**src/rtl/midi_sysex_patch_tx.sv**
```systemverilog
// ----------------------------------------------------------------------------
// midi_sysex_patch_tx
//   Transmit side of the MIDI SysEx patch path. On dump_req the whole synth
//   parameter space (banks env, osc, m1, m2, com) is read over the controller
//   read bus. It is framed as one SysEx dump:
//     F0, MFR_ID, {0,midi_ch}, 12, {hi,lo nibble per parameter}..., CSUM, F7
//   and shifted out 8N1 at MIDI baud on midi_txd.
//
// Ports
//   CLOCK_50     in   system clock
//   reset_reg_N  in   asynchronous active-low reset
//   dump_req     in   one-cycle start pulse (only honoured while idle)
//   midi_ch      in   device id, sent as frame byte 3
//   busy         out  dump in progress, up to the end of the F7 stop bit
//   done         out  one-cycle pulse as busy falls
//   rd_err       out  sticky per dump: some read timed out
//   rd_req       out  read request, held until rd_valid or timeout
//   rd_sel       out  one-hot bank select {com,m2,m1,osc,env}, 0 when idle
//   rd_adr       out  parameter address within the bank
//   rd_data      in   parameter byte, sampled with rd_valid
//   rd_valid     in   one-cycle read acknowledge
//   midi_txd     out  serial MIDI output, idles high
// ----------------------------------------------------------------------------
module midi_sysex_patch_tx #(
    parameter int unsigned CLK_HZ     = 50_000_000,
    parameter int unsigned BAUD       = 31250,
    parameter logic [7:0]  MFR_ID     = 8'h7D,
    parameter int unsigned NUM_BANKS  = 5,
    parameter int unsigned BANK_LEN   = 128,
    parameter int unsigned RD_TIMEOUT = 64
) (
    input  logic       CLOCK_50,
    input  logic       reset_reg_N,
    input  logic       dump_req,
    input  logic [3:0] midi_ch,
    output logic       busy,
    output logic       done,
    output logic       rd_err,
    output logic       rd_req,
    output logic [4:0] rd_sel,
    output logic [6:0] rd_adr,
    input  logic [7:0] rd_data,
    input  logic       rd_valid,
    output logic       midi_txd
);

    localparam int unsigned DIV       = CLK_HZ / BAUD;
    localparam logic [15:0] DIV_LAST  = 16'(DIV - 1);
    localparam logic [15:0] TO_LAST   = 16'(RD_TIMEOUT - 1);
    localparam logic [6:0]  ADR_LAST  = 7'(BANK_LEN - 1);
    localparam logic [2:0]  BANK_LAST = 3'(NUM_BANKS - 1);

    localparam logic [3:0] S_IDLE    = 4'd0;
    localparam logic [3:0] S_HDR     = 4'd1;
    localparam logic [3:0] S_RDREQ   = 4'd2;
    localparam logic [3:0] S_RDWAIT  = 4'd3;
    localparam logic [3:0] S_SEND_HI = 4'd4;
    localparam logic [3:0] S_SEND_LO = 4'd5;
    localparam logic [3:0] S_CSUM    = 4'd6;
    localparam logic [3:0] S_EOX     = 4'd7;
    localparam logic [3:0] S_FIN     = 4'd8;

    logic [3:0]  state;
    logic [1:0]  hdr_idx;
    logic [3:0]  ch_q;
    logic [7:0]  data_q;
    logic [6:0]  csum;
    logic [15:0] to_cnt;
    logic [2:0]  bank;

    // serializer
    logic        ser_busy;
    logic [8:0]  ser_shift;
    logic [3:0]  bit_cnt;
    logic [15:0] baud_cnt;
    logic        ser_last;
    logic        ser_ready;

    // load strobe and byte presented by the FSM to the serializer
    logic        ld;
    logic [7:0]  ld_byte;
    logic [7:0]  hdr_byte;

    // The serializer counts as ready in the last cycle of a stop bit, so
    // a byte loaded then starts its start bit with no idle gap.
    assign ser_last  = ser_busy && (baud_cnt == '0) && (bit_cnt == '0);
    assign ser_ready = !ser_busy || ser_last;

    assign busy = (state != S_IDLE);

    always_comb begin
        hdr_byte = 8'hF0;
        case (hdr_idx)
            2'd0:    hdr_byte = 8'hF0;
            2'd1:    hdr_byte = MFR_ID;
            2'd2:    hdr_byte = {4'h0, ch_q};
            default: hdr_byte = 8'h12;
        endcase
    end

    always_comb begin
        ld      = 1'b0;
        ld_byte = '0;
        case (state)
            S_HDR: begin
                ld      = ser_ready;
                ld_byte = hdr_byte;
            end
            S_SEND_HI: begin
                ld      = ser_ready;
                ld_byte = {4'h0, data_q[7:4]};
            end
            S_SEND_LO: begin
                ld      = ser_ready;
                ld_byte = {4'h0, data_q[3:0]};
            end
            S_CSUM: begin
                ld      = ser_ready;
                ld_byte = {1'b0, 7'd0 - csum};
            end
            S_EOX: begin
                ld      = ser_ready;
                ld_byte = 8'hF7;
            end
            default: begin
                ld      = 1'b0;
                ld_byte = '0;
            end
        endcase
    end

    // 8N1 shifter: start bit driven on load, then 9 bit boundaries emit
    // d0..d7 and the stop bit (a 1 shifted in from the top).
    always_ff @(posedge CLOCK_50 or negedge reset_reg_N) begin
        if (!reset_reg_N) begin
            midi_txd  <= 1'b1;
            ser_busy  <= 1'b0;
            ser_shift <= '1;
            bit_cnt   <= '0;
            baud_cnt  <= '0;
        end else if (ld) begin
            midi_txd  <= 1'b0;
            ser_busy  <= 1'b1;
            ser_shift <= {1'b1, ld_byte};
            bit_cnt   <= 4'd9;
            baud_cnt  <= DIV_LAST;
        end else if (ser_busy) begin
            if (baud_cnt != '0) begin
                baud_cnt <= baud_cnt - 16'd1;
            end else if (bit_cnt != '0) begin
                midi_txd  <= ser_shift[0];
                ser_shift <= {1'b1, ser_shift[8:1]};
                bit_cnt   <= bit_cnt - 4'd1;
                baud_cnt  <= DIV_LAST;
            end else begin
                ser_busy <= 1'b0;
            end
        end
    end

    always_ff @(posedge CLOCK_50 or negedge reset_reg_N) begin
        if (!reset_reg_N) begin
            state   <= S_IDLE;
            hdr_idx <= '0;
            ch_q    <= '0;
            data_q  <= '0;
            csum    <= '0;
            to_cnt  <= '0;
            bank    <= '0;
            rd_req  <= 1'b0;
            rd_sel  <= '0;
            rd_adr  <= '0;
            rd_err  <= 1'b0;
            done    <= 1'b0;
        end else begin
            done <= 1'b0;
            case (state)
                S_IDLE: begin
                    if (dump_req) begin
                        state   <= S_HDR;
                        hdr_idx <= '0;
                        ch_q    <= midi_ch;
                        csum    <= '0;
                        bank    <= '0;
                        rd_sel  <= 5'b00001;
                        rd_adr  <= '0;
                        rd_err  <= 1'b0;
                    end
                end
                S_HDR: begin
                    if (ld) begin
                        hdr_idx <= hdr_idx + 2'd1;
                        if (hdr_idx == 2'd3)
                            state <= S_RDREQ;
                    end
                end
                S_RDREQ: begin
                    rd_req <= 1'b1;
                    to_cnt <= '0;
                    state  <= S_RDWAIT;
                end
                S_RDWAIT: begin
                    if (rd_valid && rd_req) begin
                        data_q <= rd_data;
                        rd_req <= 1'b0;
                        state  <= S_SEND_HI;
                    end else if (to_cnt == TO_LAST) begin
                        // no acknowledge: send zero and flag it
                        data_q <= '0;
                        rd_err <= 1'b1;
                        rd_req <= 1'b0;
                        state  <= S_SEND_HI;
                    end else begin
                        to_cnt <= to_cnt + 16'd1;
                    end
                end
                S_SEND_HI: begin
                    if (ld) begin
                        csum  <= csum + {3'b000, data_q[7:4]};
                        state <= S_SEND_LO;
                    end
                end
                S_SEND_LO: begin
                    if (ld) begin
                        csum <= csum + {3'b000, data_q[3:0]};
                        if (rd_adr == ADR_LAST) begin
                            rd_adr <= '0;
                            if (bank == BANK_LAST) begin
                                rd_sel <= '0;
                                state  <= S_CSUM;
                            end else begin
                                bank   <= bank + 3'd1;
                                rd_sel <= {rd_sel[3:0], 1'b0};
                                state  <= S_RDREQ;
                            end
                        end else begin
                            rd_adr <= rd_adr + 7'd1;
                            state  <= S_RDREQ;
                        end
                    end
                end
                S_CSUM: begin
                    if (ld)
                        state <= S_EOX;
                end
                S_EOX: begin
                    if (ld)
                        state <= S_FIN;
                end
                S_FIN: begin
                    // wait for the F7 stop bit to finish on the wire
                    if (ser_last) begin
                        state <= S_IDLE;
                        done  <= 1'b1;
                    end
                end
                default: state <= S_IDLE;
            endcase
        end
    end

endmodule

```
**config.mk**
```make
export PLATFORM = sky130hd
export DESIGN_NAME = midi_sysex_patch_tx
export DESIGN_NICKNAME = d
export VERILOG_FILES = /design/src/rtl/midi_sysex_patch_tx.sv
export SDC_FILE = /design/constraint.sdc
export NUM_CORES = 1
export LEC_CHECK = 0
export CAP_MARGIN = 20
export CORE_MARGIN = 2
export CORE_UTILIZATION = 54
export DETAILED_ROUTE_END_ITERATION = 6
export PLACE_DENSITY = 0.77
export SYNTH_ARGS = -nofsm -noshare
export SYNTH_HDL_FRONTEND = slang
export SYNTH_SLANG_ARGS = --single-unit
```
**constraint.sdc**
```tcl
create_clock -name CLOCK_50 -period 2.7 [get_ports CLOCK_50]
set_input_delay 0.54 -clock CLOCK_50 [delete_from_list [all_inputs] [get_ports CLOCK_50]]
set_output_delay 0.54 -clock CLOCK_50 [all_outputs]
set_load 0.01 [all_outputs]
```
==> results of run 1 <==
## cells in the mapped netlist (3+ instances only)
cell type,n,area [um^2]
a2111oi_0,3,26.3
a211oi_1,7,52.6
a21o_1,7,52.6
a21oi_1,30,150
a22o_1,6,52.6
a22oi_1,4,30.0
a31oi_1,4,25.0
and2_1,5,31.3
and3_1,6,37.5
and4_1,4,35.0
buf_1,3,11.3
buf_2,8,40.0
clkbuf_1,14,52.6
dfrtp_1,80,2000
dfstp_2,9,236
ha_1,16,200
inv_1,21,78.8
mux2i_1,13,130
nand2_1,78,293
nand2b_1,12,75.1
nand3_1,23,115
nand4_1,8,50.1
nor2_1,41,154
nor2b_1,6,37.5
nor3_1,17,85.1
nor3b_1,6,45.0
nor4_1,15,93.8
o21ai_0,27,135
o22ai_1,9,56.3
o31ai_1,12,90.1
or2_2,3,18.8
or3_1,5,31.3
or4_1,8,60.1
xnor2_1,13,114
xor2_1,4,35.0
## cell usage in the layout, fill, tap and decap left out, drive strengths merged, types with 7 or more instances in the layout
cell type      count
a211oi             8
a21o               7
a21oi             31
buf               30
clkbuf            12
clkdlybuf4s50     31
dfrtp             80
dfstp              9
ha                16
inv               22
mux2i             13
nand2             78
nand2b            12
nand3             23
nand4              9
nor2              41
nor3              19
nor4              16
o21ai             30
o22ai              9
o31ai             12
or4                9
xnor2             13
## power by group through the flow
stage	clock network [mW]	registers [mW]	logic, mW
finish	0.995	2.05	2.22
global route	1.06	2.09	2.43
CTS	1.01	2.03	2.15
detailed placement	0	2.05	2.12
global placement	0	2.03	2.00
floorplan	0	1.95	1.56
## through the flow
stage	utilization	cells	power, mW	hold slack, ns
final	0.647	754	5.26	0.121
after global routing	0.647	754	5.58	0.152
after detailed placement	0.620	735	4.17	0.467
after CTS	0.644	751	5.19	0.139
after floorplan	-	576	3.52	0.244
after global placement	0.620	735	4.03	0.458
## kinds of logic (layout without fill, tap and decap cells)
kind of cell,count (synthesis),in the layout,synth area share
compound gates,133,133,0.171
xor+xnor,17,17,0.0285
fa+ha+maj,17,17,0.0421
buf+inv,50,99,0.0421
flops,89,89,0.428
mux,15,15,0.0292
simple gates,255,255,0.259
## flip-flops by register name (all words and copies together) (netlist names), 5 cells and up
register	cells
rd_sel	5
data_q	8
rd_adr	7
to_cnt	16
csum	7
ser_shift	8
baud_cnt	16
## worst max-delay path by stage
stage / startpoint / end / slack (ns) / depth (start not counted)
after floorplan: state[2] / csum[4] / 0.08 / 13
after global placement: dump_req / rd_adr[5] / 0.17 / 6
after detailed placement: dump_req / rd_adr[3] / 0.10 / 6
after CTS: state[3] / busy / 0.12 / 4
after global routing: state[3] / csum[4] / 0.003 / 12
final: state[3] / state[0] / 0.15 / 6
## timing repair
action,CTS,global route
setup buffers,0,2
endpoints found under the setup margin,1,3
resized for setup,1,2
## layout make-up
class | count | area (um^2)
Timing Repair Buffer | 62 | 556
Clock inverter | 5 | 62.6
Sequential cell | 89 | 2240
Fill cell | 754 | 3290
Clock buffer | 11 | 151
Tap cell | 129 | 161
Multi-Input combinational cell | 437 | 2790
Inverter | 21 | 78.8
## per-layer routing
metal / up-vias / GRT usage / part of all wire
li1: 2191 / - / -
met1: 2275 / 0.368 / 0.45
met2: 148 / 0.420 / 0.48
met3: 26 / 0.0417 / 0.048
met4: 0 / 0.118 / 0.021
met5: - / 0 / 0
==> out/summary.txt, run 1 <==
outcome = finished, final reports clean
fin crit share = 0.944
syn_area_per_cell = 9.07 um^2
crit end category = flip-flop
Core Area = 0.00933 mm^2
Reg power frac = 0.389
maxcap violations = 0
Most used DFF post-synth = dfrtp_1
CP max FO = 8
drt first pass iters = 5
grt ovf = 0
gp weighted congestion = 0.908
largest net degree at the start of global routing = 54
worst reg2reg path endpoint = state[0]
CTS Sinks = 89
Routed Antenna Nets = 0
Max Clock Skew = 0.0154 ns
Async SR Flop Fraction = 1.00
share of cells above drive strength 1 = 0.125
slew margin rel. = 0.550
CP peak stage delay = 0.76 ns
pwr dens = 871 mW/mm^2
post-route cell area = 0.00604 mm^2
fin. max-slew vios = 0
Hold Buf Count CTS = 0
cell area after placement = 0.00578 mm^2
CTS Buf Count = 9
TritonCTS clock tree = built
H-Tree Depth = 3
All-Layer GR Usage = 0.267
Synth Register Bits = 89
power share of the clock group = 0.189
row cnt = 35
DPL Wire Length = 9130 um
Comb pwr share = 0.422
clk slew on worst S/H paths = 0.10 ns
Clock Path Buffers = 2
clk_lat worst skew = 0.37 ns
Yosys cell types = 70
EDFF count, synth = 0
diodes inserted = 0
Warnings, synthesis = 0
Worst VDD drop = 0.000508 V
Vias/cell = 6.15
Worst Path Arrival = 2.80 ns
Net Sw Frac = 0.406
top cell family by delay on the critical path = simple AND/OR/NAND/NOR gates
Post-Synthesis Cell Area = 0.00523 mm^2
worst-path cell chain = buf_4 > or4b_2 > nor2_1 > o21ai_0 > o21ai_2 > mux2_2
Int Power = 3.12 mW
RSZ-0062 raised after global routing = false
vias in the first global route = 4646
setup TNS = 0 ns
Root Driver = clkbuf_8
Area Growth Syn to Fin = 15.5%
Critical R2R Launch = state[3]
initial DRC count = 286
Initial Utilization = 0.560
WP data required = 2.95 ns
Die Height = 102 um
Layout Nets = 653
startpoint types = flip-flop
register area share after synthesis = 0.428
critical path's slowest cell = or4b_2
io pins = 33
Tmin final = 2.55 ns
kind of critical path = reg -> reg
final setup margin = 0.152 ns
Die W = 102 um
Post-Synthesis Cells = 576
WP buf/inv = 1
drt total wl = 13000 um
routed len/inst = 17.3 um
initial antenna violation count = 0
Leak Pwr = 2.60 nW
FMAX = 392 MHz
first-pass GRT wire length = 22000 um
final setup vio count = 0
pre-CTS WS = 0.102 ns
Port Buffer Count = 32
DIE AREA = 0.0105 mm^2
Remaining DRCs = 0
P_sw = 2.14 mW
flop-to-flop setup slack = 0.15 ns
r2r worst-path depth = 6
hold crit path type = in -> async
Final Hold Violating Endpoints = 0
via count = 4640
syn nets = 609
Worst-Margin Slew = 0.675 ns
No activity file was read; power rests on OpenSTA's default activity.
==> inputs of run 2 (changes only) <==
--- a/config.mk
+++ b/config.mk
@@ -10,6 +10,7 @@
 export CORE_UTILIZATION = 54
 export DETAILED_ROUTE_END_ITERATION = 6
 export PLACE_DENSITY = 0.77
+export RECOVER_POWER = 50
 export SYNTH_ARGS = -nofsm -noshare
 export SYNTH_HDL_FRONTEND = slang
 export SYNTH_SLANG_ARGS = --single-unit
==> out/summary.txt, run 2 (synthesis gave the netlist of run 1 again) <==
outcome = finished, violations left
violated checks = capacitance limit, slew limit
row cnt = 35 (unchanged)
Worst VDD drop = 0.000508 V (about the same)
Tmin final = 2.55 ns (unchanged)
DPL Wire Length = 9130 um (unchanged)
maxcap violations = 1 (+1)
footprint of the multi-input gates = 0.00279 mm^2 (unchanged)
Leak Pwr = 2.61 nW (+0.41%)
RSZ-0062 raised after global routing = false
startpoint types = flip-flop
Root Driver = clkbuf_8
routed len/inst = 17.3 um (about the same)
Final Hold Slack = 0.488 ns (+0.367 ns)
setup TNS = 0 ns (unchanged)
first-pass GRT wire length = 22000 um (unchanged)
CP peak stage delay = 0.76 ns (about the same)
drt first pass iters = 5 (unchanged)
vias in the first global route = 4646 (unchanged)
r2r worst-path depth = 6 (unchanged)
post-route cell area = 0.00603 mm^2 (about the same)
Area Growth Syn to Fin = 15.5% (about the same)
post-layout util = 0.647 (about the same)
share of cells above drive strength 1 = 0.123 (-0.00160)
Vias/cell = 6.16 (about the same)
Final Hold Violating Endpoints = 0 (unchanged)
io pins = 33 (unchanged)
Port Buffer Count = 32 (unchanged)
Core Area = 0.00933 mm^2 (unchanged)
final setup vio count = 0 (unchanged)
Worst-Margin Slew = 2.09 ns (+1.41 ns)
most common cell after layout, fill and taps aside = dfrtp_1
commonest non-fill, non-tap cells in the layout = dfrtp_1 (79), nand2_1 (78), nor2_1 (41), a21oi_1 (30), buf_4 (28)
pre-CTS WS = 0.102 ns (unchanged)
gp weighted congestion = 0.908 (unchanged)
WP data required = 2.95 ns (about the same)
Routed Antenna Nets = 0 (unchanged)
critical path depth = 6 (unchanged)
WP buf/inv = 1 (unchanged)
initial DRC count = 286 (unchanged)
DIE AREA = 0.0105 mm^2 (unchanged)
kind of critical path = reg -> reg
Die W = 102 um (unchanged)
pwr dens = 871 mW/mm^2 (about the same)
CTS Buf Count = 9 (unchanged)
clk_lat worst skew = 0.37 ns (about the same)
clk slew on worst S/H paths = 0.09 ns (about the same)
hold crit path type = reg -> reg
Remaining DRCs = 0 (unchanged)
Die Height = 102 um (unchanged)
Layout Nets = 653 (unchanged)
via count = 4644 (+0.086%)
WHS Path Cells = 2
Initial Utilization = 0.560 (unchanged)
critical path's slowest cell = or4b_2
fin crit share = 0.944 (unchanged)
All-Layer GR Usage = 0.267 (unchanged)
final setup margin = 0.152 ns (unchanged)
drt total wl = 13000 um (about the same)
initial antenna violation count = 0 (unchanged)
FMAX = 392 MHz (unchanged)
Worst Path Arrival = 2.80 ns (about the same)
diodes inserted = 0 (unchanged)
sequential cell area = 0.00224 mm^2 (unchanged)
H-Tree Depth = 3 (unchanged)
largest net degree at the start of global routing = 54 (unchanged)
slew margin rel. = -0.391 (-0.941)
Top Registers = baud_cnt (16), to_cnt (16)
Filler cells = 755 (+0.13%)
worst-path cell chain = buf_4 > or4b_2 > nor2_1 > o21ai_0 > o21ai_2 > mux2_2
top cell family by delay on the critical path = simple AND/OR/NAND/NOR gates
crit end category = flip-flop
flop-to-flop setup slack = 0.15 ns (about the same)
Max Clock Skew = 0.0154 ns (unchanged)
fin. max-slew vios = 37 (+37)
cell area after placement = 0.00578 mm^2 (unchanged)
grt ovf = 0 (unchanged)
TritonCTS clock tree = built
Clock Path Buffers = 2 (unchanged)
CTS Sinks = 89 (unchanged)
CP max FO = 8 (unchanged)
-- run 2: cell type report --
| class | count | share of cell area |
|---|---|---|
| Clock buffer | 11 | 0.0251 |
| Clock inverter | 5 | 0.0104 |
| Inverter | 21 | 0.0131 |
| Multi-Input combinational cell | 437 | 0.462 |
| Sequential cell | 89 | 0.371 |
| Tap cell | 129 | 0.0268 |
| Timing Repair Buffer | 62 | 0.0915 |
-- run 2: where the power goes --
| group | internal (mW) | switching (mW) | total (mW) |
|---|---|---|---|
| logic | 0.933 | 1.28 | 2.21 |
| registers | 1.70 | 0.342 | 2.05 |
| clock network | 0.484 | 0.512 | 0.995 |
-- run 2: repair_timing --
action | 4_1_cts | 5_1_grt
endpoints found under the setup margin | 1 | 3
endpoints found under the hold margin | 0 | 0
setup buffers | 0 | 2
hold buffers | 0 | 0
gates resized for setup | 1 | 2
-- run 2: worst paths after layout --
kind | start | end
worst min-delay path | ser_shift[6] | ser_shift[6]
worst max-delay path | state[3] | state[0]
min in group asynchronous | reset_reg_N | to_cnt[13]
max in group asynchronous | reset_reg_N | baud_cnt[3]
worst min register to register | ser_shift[6] | ser_shift[6]
worst max register to register | state[3] | state[0]
-- run 2: metrics by stage --
stage / power [mW] / std cells
after floorplan: 3.52 / 576
after global placement: 4.03 / 735
after detailed placement: 4.17 / 735
after CTS: 5.19 / 751
after global routing: 5.58 / 754
final: 5.26 / 754
-- run 2: worst register-to-register path, stage by stage, from the launching register on --
cell	delay (ns)
dfrtp_1	0.48
buf_4	0.21
or4b_2	0.76
nor2_1	0.26
o21ai_0	0.14
o21ai_2	0.23
mux2_2	0.37
-- run 2: per-layer routing --
layer | GRT usage | share of wire
met3 | 0.0417 | 0.048
met1 | 0.368 | 0.45
met2 | 0.420 | 0.48
met5 | 0 | 0
met4 | 0.118 | 0.021
==> inputs of run 3 (changes only) <==
==> constraint.sdc (replaced) <==
create_clock -name CLOCK_50 -period 2.22 [get_ports CLOCK_50]
set_input_delay 0.444 -clock CLOCK_50 [delete_from_list [all_inputs] [get_ports CLOCK_50]]
set_output_delay 0.444 -clock CLOCK_50 [all_outputs]
set_load 0.01 [all_outputs]
==> out/summary.txt, run 3 (synthesis gave the netlist of run 1 again) <==
CP max FO = 4 (-4)
pwr dens = 1070 mW/mm^2 (+23%)
Comb pwr share = 0.477 (+0.056)
Die Height = 102 um (unchanged)
Hold Buf Count CTS = 0 (unchanged)
Final Hold Slack = 0.467 ns (-0.0210 ns)
Clock Path Buffers = 2 (unchanged)
initial antenna violation count = 0 (unchanged)
drt total wl = 13400 um (+2.4%)
io pins = 33 (unchanged)
pre-CTS WS = -0.0686 ns (-0.170 ns)
outcome = finished, violations left
Port Buffer Count = 32 (unchanged)
post-layout util = 0.701 (+0.0542)
maxcap violations = 0 (-1)
setup TNS = -0.124 ns (-0.124 ns)
share of cells above drive strength 1 = 0.234 (+0.111)
WP data required = 2.48 ns (-0.47 ns)
Worst-Margin Slew = 1.24 ns (-0.848 ns)
flop-to-flop setup slack = -0.07 ns (-0.22 ns)
final setup margin = -0.0682 ns (-0.220 ns)
Routed Antenna Nets = 0 (unchanged)
initial DRC count = 333 (+16%)
DPL Wire Length = 9060 um (-0.70%)
Root Driver = clkbuf_8
Top Registers = baud_cnt (16), to_cnt (16)
grt ovf = 0 (unchanged)
Critical R2R Launch = state[1]
All-Layer GR Usage = 0.262 (-0.00478)
Core Area = 0.00933 mm^2 (unchanged)
first-pass GRT wire length = 21800 um (-1.1%)
Tmin final = 2.29 ns (-0.260 ns)
worst-path cell chain = nor4bb_4 > nand2_1 > nand2_1 > ha_2 > inv_2 > fa_2 > nor2b_2 > o21ai_2 > nand2b_1 > nand4_1 > mux2i_1
via count = 4875 (+5.0%)
gp weighted congestion = 0.844 (-7.1%)
most common cell after layout, fill and taps aside = dfrtp_1
Worst VDD drop = 0.000609 V (+20%)
H-Tree Depth = 3 (unchanged)
RSZ-0062 raised after global routing = true
TritonCTS clock tree = built
top cell family by delay on the critical path = simple AND/OR/NAND/NOR gates
DIE AREA = 0.0105 mm^2 (unchanged)
Reg power frac = 0.351 (-0.038)
Remaining DRCs = 0 (unchanged)
commonest non-fill, non-tap cells in the layout = dfrtp_1 (77), nand2_1 (75), buf_4 (71), nor2_1 (40), clkdlybuf4s50_1 (29)
diodes inserted = 0 (unchanged)
kind of critical path = reg -> reg
CP peak stage delay = 0.45 ns (-0.31 ns)
row cnt = 35 (unchanged)
drt first pass iters = 4 (-1)
CTS Buf Count = 9 (unchanged)
startpoint types = flip-flop
Net Sw Frac = 0.403 (-0.00316)
clk slew on worst S/H paths = 0.10 ns (about the same)
Area Growth Syn to Fin = 25.1%
Vias/cell = 6.10 (-0.94%)
CP most frequent cell = nand2_1
Final Hold Violating Endpoints = 0 (unchanged)
routed len/inst = 16.7 um (-3.4%)
Int Power = 4.18 mW (+34%)
CTS Sinks = 89 (unchanged)
Initial Utilization = 0.560 (unchanged)
Worst Path Arrival = 2.54 ns (-0.26 ns)
Die W = 102 um (unchanged)
r2r worst-path depth = 11 (+5)
post-route cell area = 0.00654 mm^2 (+8.4%)
worst reg2reg path endpoint = csum[6]
largest net degree at the start of global routing = 90 (+67%)
slew margin rel. = 0.174 (+0.565)
fin. max-slew vios = 0 (-100%)
final setup vio count = 2 (+2)
violated checks = setup timing
critical path's slowest cell = dfrtp_2
FMAX = 437 MHz (+11%)
Leak Pwr = 2.83 nW (+8.7%)
hold crit path type = in -> async
power share of the clock group = 0.172 (-0.017)
Layout Nets = 698 (+6.9%)
WP buf/inv = 1 (unchanged)
P_sw = 2.82 mW (+32%)
fin crit share = 1.03 (+0.0869)
cell area after placement = 0.00604 mm^2 (+4.5%)
crit end category = flip-flop
clk_lat worst skew = 0.37 ns (about the same)
vias in the first global route = 4522 (-2.7%)
Max Clock Skew = 0.0150 ns (-0.000465 ns)
run 3: cell count changes in the layout (fill, tap and decap cells not counted), sizes merged:
cell,change
buf,+44
clkdlybuf4s50,+2
clkinvlp,-1
dlygate4sd3,-3
inv,+3
run 3: repair_timing:
item                                    4_1_cts  5_1_grt
pin swaps                                     4       17
buffers inserted                              4       11
gates resized for setup                      14       40
endpoints found under the setup margin        5       47
run 3: layer usage:
| metal | track usage | part of all wire |
|---|---|---|
| met3 | 0.0417 | 0.058 |
| met4 | 0.0738 | 0.017 |
| met1 | 0.377 | 0.43 |
| met2 | 0.414 | 0.50 |
| met5 | 0 | 0 |
run 3: area by class of cell:
cell class / count / area (um^2)
flip-flops and latches: 89 / 2240
well taps: 129 / 161
multi-input cells: 437 / 2970
inverters: 21 / 78.8
repair buffers: 107 / 883
clock inverters: 7 / 83.8
clock buffers: 9 / 124
fillers: 687 / 2790
run 3: how the worst max path moves through the flow:
| stage | from | endpoint | slack [ns] | cells after the start |
|---|---|---|---|---|
| after floorplan | state[1] | csum[4] | -0.1 | 13 |
| after global placement | dump_req | rd_adr[3] | -0.04 | 7 |
| after detailed placement | dump_req | rd_adr[3] | -0.07 | 7 |
| after CTS | state[1] | csum[6] | -0.04 | 11 |
| after global routing | state[1] | csum[4] | -0.18 | 11 |
| final | state[1] | csum[6] | -0.07 | 11 |
run 3: power groups by stage:
| stage | registers, mW | clock network [mW] | logic [mW] |
|---|---|---|---|
| 2_1_floorplan | 2.38 | 0 | 1.95 |
| 3_3_place_gp | 2.43 | 0 | 2.74 |
| 3_5_place_dp | 2.46 | 0 | 2.84 |
| 4_1_cts | 2.44 | 1.22 | 2.95 |
| 5_1_grt | 2.52 | 1.28 | 3.64 |
| 6_report | 2.46 | 1.21 | 3.34 |
run 3: per-stage QoR:
step,power [mW],instances
finish,7.01,799
global route,7.44,799
CTS,6.61,788
detailed placement,5.30,768
global placement,5.17,768
floorplan,4.33,576
